**config.mk**
```make
export PLATFORM = sky130hd
export DESIGN_NAME = hit_cnt_sb
export DESIGN_NICKNAME = d
export VERILOG_FILES = /design/src/rtl/hit_cnt_sb.sv
export SDC_FILE = /design/constraint.sdc
export NUM_CORES = 1
export LEC_CHECK = 0
export ABC_AREA = 1
export CORE_UTILIZATION = 53
export DETAILED_ROUTE_END_ITERATION = 10
export PLACE_DENSITY_LB_ADDON = 0.2
export SLEW_MARGIN = 25
export SYNTH_ARGS = -nofsm -noshare
export SYNTH_HDL_FRONTEND = slang
export SYNTH_SLANG_ARGS = --single-unit
```
**constraint.sdc**
```tcl
create_clock -name clk -period 5.9 [get_ports clk]
set_clock_uncertainty 0.2 [all_clocks]
set_input_delay 1.18 -clock clk [delete_from_list [all_inputs] [get_ports clk]]
set_output_delay 1.18 -clock clk [all_outputs]
set_load 0.005 [all_outputs]
```
**src/rtl/hit_cnt_sb.sv**
```systemverilog
// hit_cnt_sb: per-triangle hit-count scoreboard checking observed hits against a queue of expected counts
module hit_cnt_sb #(
  parameter int SIGFIG     = 24,
  parameter int TAG_W      = 8,
  parameter int CNT_W      = 16,
  parameter int FIFO_DEPTH = 8,
  parameter int TOL        = 0
) (
  input  logic                          clk,
  input  logic                          rst,
  input  logic                          exp_valid,
  output logic                          exp_ready,
  input  logic [TAG_W-1:0]              exp_tag,
  input  logic [CNT_W-1:0]              exp_cnt,
  input  logic                          hit_valid_R18H,
  input  logic [TAG_W-1:0]              hit_tag_R18H,
  input  logic                          tri_done_R18H,
  input  logic [TAG_W-1:0]              done_tag_R18H,
  output logic                          chk_valid,
  output logic                          chk_pass,
  output logic [TAG_W-1:0]              chk_tag,
  output logic [CNT_W-1:0]              chk_cnt,
  output logic [3:0]                    chk_err,
  output logic                          err_sticky,
  output logic [31:0]                   num_checked,
  output logic [31:0]                   num_failed,
  output logic [$clog2(FIFO_DEPTH):0]   fifo_level
);
  localparam int AW = $clog2(FIFO_DEPTH);
  localparam int LW = AW + 1;
  localparam logic [1:0] IDLE = 2'd0, COUNT = 2'd1, REPORT = 2'd2;
  if (FIFO_DEPTH < 2 || (FIFO_DEPTH & (FIFO_DEPTH - 1)) != 0 || SIGFIG < 1) begin : g_bad_param
    $error("hit_cnt_sb: FIFO_DEPTH must be a power of two >= 2");
  end
  logic [TAG_W-1:0] mem_tag [FIFO_DEPTH];
  logic [CNT_W-1:0] mem_cnt [FIFO_DEPTH];
  logic [AW-1:0]    wr_ptr, rd_ptr;
  logic [1:0]       state;
  logic [CNT_W-1:0] acc, fin, exp_c, diff;
  logic             pend_ovf, pend_stray, empty, push, pop, ovf_now, stray_now, pass;
  logic [TAG_W-1:0] head_tag;
  logic [3:0]       err;
  always_comb begin
    empty     = fifo_level == '0;
    exp_ready = fifo_level != LW'(FIFO_DEPTH);
    push      = exp_valid && exp_ready;
    pop       = tri_done_R18H && !empty;
    head_tag  = mem_tag[rd_ptr];
    // fin doubles as the next accumulator value and the final count on done
    fin       = (hit_valid_R18H && acc != '1) ? acc + 1'b1 : acc;
    ovf_now   = pend_ovf | (hit_valid_R18H && acc == '1);
    stray_now = pend_stray | (hit_valid_R18H && !empty && hit_tag_R18H != head_tag);
    exp_c     = empty ? '0 : mem_cnt[rd_ptr];
    diff      = fin >= exp_c ? fin - exp_c : exp_c - fin;
    err       = {ovf_now, stray_now, !empty && done_tag_R18H != head_tag, empty};
    pass      = diff <= CNT_W'(TOL) && err == 4'b0;
    chk_valid = state == REPORT;
  end
  always_ff @(posedge clk) begin
    if (push) begin
      mem_tag[wr_ptr] <= exp_tag;
      mem_cnt[wr_ptr] <= exp_cnt;
    end
  end
  always_ff @(posedge clk or posedge rst) begin
    if (rst) begin
      wr_ptr      <= '0;
      rd_ptr      <= '0;
      fifo_level  <= '0;
      state       <= IDLE;
      acc         <= '0;
      pend_ovf    <= 1'b0;
      pend_stray  <= 1'b0;
      chk_pass    <= 1'b0;
      chk_tag     <= '0;
      chk_cnt     <= '0;
      chk_err     <= '0;
      err_sticky  <= 1'b0;
      num_checked <= '0;
      num_failed  <= '0;
    end else begin
      wr_ptr     <= wr_ptr + AW'(push);
      rd_ptr     <= rd_ptr + AW'(pop);
      fifo_level <= fifo_level + LW'(push) - LW'(pop);
      state      <= tri_done_R18H ? REPORT : hit_valid_R18H ? COUNT : state == REPORT ? IDLE : state;
      acc        <= tri_done_R18H ? '0 : fin;
      pend_ovf   <= !tri_done_R18H && ovf_now;
      pend_stray <= !tri_done_R18H && stray_now;
      if (tri_done_R18H) begin
        chk_pass    <= pass;
        chk_tag     <= done_tag_R18H;
        chk_cnt     <= fin;
        chk_err     <= err;
        err_sticky  <= err_sticky | !pass;
        num_checked <= num_checked + 1;
        num_failed  <= num_failed + 32'(!pass);
      end
    end
  end
endmodule

```
==> run_results.csv, run 1 <==
group,metric,value,unit
sta,setup-violations-final,0,
placement,hpwl,27.2,mm
floorplanning,ios,145,
power_and_ir_drop,comb_power_share,0.486,
clock_network,cts_hold_buf,0,
setup_path,cp.required,6.10,ns
synthesis,ys_seq_elements,316,
synthesis,synth_fp_nets,1824,
setup_path,ff2ff_setup_slack,0.46,ns
synthesis,synth_edf_count,192,
worst_hold_path,worstHoldStart,"chk_tag[2]$_DFFE_PP0P_",
routing,drc,0,
power_and_ir_drop,p_leak,8.76,nW
worst_hold_path,holdPathStages,2,
setup_path,slowest_stage,"dfrtp_2",
global_routing,track_usage,0.261,
sta,tightest_slew,0.992,ns
clock_network,cts_root_buffer,"clkbuf_16",
global_routing,antenna_found_initial,0,
cells_and_area,antenna_cells,0,
cells_and_area,fillers,2371,
routing,postRouteAntennaNets,0,
power_and_ir_drop,switching_share,0.412,
power_and_ir_drop,ir_drop,0.299,mV
sta,drv_slew,0,
clock_network,insertion_delay,0.52,ns
synthesis,yosysWarnings,0,
setup_path,r2r-start,"acc[0]$_DFF_PP0_",
setup_path,endpoint_kind,"flip-flop",
clock_network,cts_buffers,35,
power_and_ir_drop,clkPwrFrac,0.222,
routing,wl_per_cell,16.5,microns
clock_network,clk_path_buf_depth,3,
floorplanning,start_util,0.539,
floorplanning,die_w,176,microns
floorplanning,die_height,176,microns
synthesis,synth_cells,1749,
routing,via_count,12700,
routing,drt_iter0_markers,764,
clock_network,clkSlewWorstSetupHoldPaths,0.06,ns
worst_hold_path,worst_hold_path.endpoint,"chk_tag[2]$_DFFE_PP0P_",
clock_network,clkSinkCount,316,
sta,setup_tns,0,ns
placement,dpl.cell_count,2330,
placement,gp_congestion,0.943,
synthesis,synth.cell_area,16000,sq um
sta,rsz0062_at_grt,"no",
power_and_ir_drop,power.density,487,nW/um^2
setup_path,path_class,"flip-flop to flip-flop",
synthesis,synth_flop_cell,"edfxtp_1",
setup_path,slowest_delay,0.44,ns
cells_and_area,stdcell_count,2395,
cells_and_area,layout.nets,2056,
synthesis,synth.distinct_cells,48,
power_and_ir_drop,switchingPower,3.95,mW
clock_network,cts_tree,"done",
run_status,status,"finished clean",
global_routing,grt_pass1_vias,12500,
floorplanning,coreArea,29700,sq um
synthesis,ys_seq_area_frac,0.554,
cells_and_area,post-route-util,0.663,
global_routing,grt.overflow.total,0,
global_routing,grt_max_degree,102,
cells_and_area,drive_gt1_frac,0.129,
power_and_ir_drop,power.internal,5.64,mW
routing,vias_per_cell,5.31,
sta,max_freq,184,MHz
floorplanning,die_area,30900,sq um
cells_and_area,layout_commonest_cell,"nand2_1",
worst_hold_path,holdCritPathClass,"flip-flop to flip-flop",
run,maxCapViolCount,0,
placement,port-buffer-count,144,
sta,hold_violations,0,
global_routing,grt_pass1_wl,63.4,mm
cells_and_area,layout_common_cells,"nand2_1 (415), nor2_1 (194), edfxtp_1 (192)",
synthesis,avgSynthCellArea,9.15,sq um
power_and_ir_drop,seq_power_share,0.293,
clock_network,htreeDepth,2,
sta,slew_headroom,0.337,
setup_path,rr_worst_depth,32,
floorplanning,rows,63,
sta,min_period,5.44,ns
setup_path,worst-path-max-fanout,7,
cells_and_area,area_growth_syn_to_layout,23.1,%
routing,dr.pass1.iters,5,
sta,min_period_over_period,0.921,
routing,wirelength,39.6,mm
setup_path,cp.arrival,5.63,ns
setup_path,crit_path_start_kind,"flip-flop",
synthesis,async_reset_ff_frac,0.392,
setup_path,r2r-end,"num_failed[26]$_DFFE_PP0P_",
## power groups by stage
stage	combinational, mW	sequential, mW	clock, mW
3_3_place_gp	4.49	2.84	0
2_1_floorplan	3.04	2.82	0
4_1_cts	4.60	2.81	2.16
5_1_grt	5.20	2.83	2.25
3_5_place_dp	4.57	2.85	0
6_report	4.66	2.81	2.13
## worst max path at each step
| stage | start | to | cells after the start |
|---|---|---|---|
| after CTS | hit_valid_R18H | num_failed[30]$_DFFE_PP0P_ | 31 |
| after global routing | acc[0]$_DFF_PP0_ | num_failed[24]$_DFFE_PP0P_ | 33 |
| after floorplan | hit_valid_R18H | num_failed[30]$_DFFE_PP0P_ | 33 |
| after global placement | hit_valid_R18H | num_failed[24]$_DFFE_PP0P_ | 31 |
| final | acc[0]$_DFF_PP0_ | num_failed[26]$_DFFE_PP0P_ | 32 |
| after detailed placement | hit_valid_R18H | num_failed[24]$_DFFE_PP0P_ | 31 |
## critical path: cells and delay by family, from the launching register on
kind	cells	cell delay, ns
AND/OR/NAND/NOR	17	2.04
adder cells (fa/ha/maj)	4	0.92
AO/OA/AOI/OAI	4	0.76
buffers and inverters	5	0.69
flip-flops	1	0.44
XOR/XNOR	2	0.25
## metal layers
metal	up-vias	routed length, microns	track usage
met5	-	0	0
met4	0	1200	0.0996
met3	90	2110	0.0346
met2	392	19300	0.448
met1	6021	17000	0.336
li1	6223	-	-
## stage by stage
stage	hold WS, ns	setup slack, ns	power [mW]	instance area, sq um
final	0.275	0.465	9.59	19700
after global routing	0.300	0.0346	10.3	19700
after CTS	0.278	0.259	9.57	19600
after detailed placement	0.266	-0.674	7.42	18500
after global placement	0.258	-0.562	7.33	18500
after floorplan	0.257	0.0584	5.86	16000
## what timing repair did
action / 4_1_cts / 5_1_grt
setup endpoints to repair: 7 / 12
pin swaps: 2 / 7
resized for setup: 6 / 19
setup buffers: 2 / 2
## kinds of logic (layout without fill, tap and decap cells)
| group | count (synthesis) | in the layout | synth area share |
|---|---|---|---|
| and+or+nand+nor | 867 | 867 | 0.239 |
| DFF | 316 | 316 | 0.554 |
| buffers and inverters | 256 | 512 | 0.0653 |
| AOI/OAI and AO/OA | 189 | 189 | 0.0683 |
| xor gates and xnor gates | 91 | 91 | 0.0498 |
| adders and majority gates | 30 | 30 | 0.0239 |
## sequential cells by signal (all words and copies together) (netlist names)
| signal | flops |
|---|---|
| mem_cnt | 128 |
| chk_cnt | 16 |
| chk_err | 4 |
| num_failed | 32 |
| acc | 16 |
| rd_ptr | 3 |
| pend_ovf | 1 |
| err_sticky | 1 |
| pend_stray | 1 |
| wr_ptr | 3 |
| fifo_level | 4 |
| chk_tag | 8 |
| mem_tag | 64 |
| chk_pass | 1 |
| state | 2 |
| num_checked | 32 |
## final cells by class
type / instances / area (sq um) / area share
clock inverters: 10 / 144 / 0.00730
well taps: 390 / 488 / 0.0248
repair buffers: 245 / 2210 / 0.112
multi-input cells: 1177 / 6240 / 0.317
clock buffers: 51 / 966 / 0.0490
inverters: 206 / 783 / 0.0397
flip-flops and latches: 316 / 8870 / 0.450
## synth_stat cells, types with 13 or more instances
cell type,n,area (sq um)
o21ai_1,13,65.1
nand3_1,110,551
ha_1,29,363
dfrtp_1,124,3100
o22ai_1,13,81.3
a21oi_1,30,150
nor2_1,206,773
nor3_1,24,120
edfxtp_1,192,5770
xor2_1,65,569
nand2_1,416,1560
o21ai_0,95,475
nand2_2,26,163
o211ai_1,16,120
inv_1,192,721
clkbuf_1,26,97.6
xnor2_1,26,228
nand4_1,30,188
Power figures use the tool's default switching activity.
==> run 2: changes to the inputs <==
ABC_CLOCK_PERIOD_IN_PS = 5900   (was default)
CORE_MARGIN = 1   (was default)
==> results of run 2 <==
No change in the layout: final DEF, timing and power equal those of run 1.
==> run 3: changes to the inputs <==
TNS_END_PERCENT = 20   (was default)
==> results of run 3 <==
No change in the layout: final DEF, timing and power equal those of run 1.
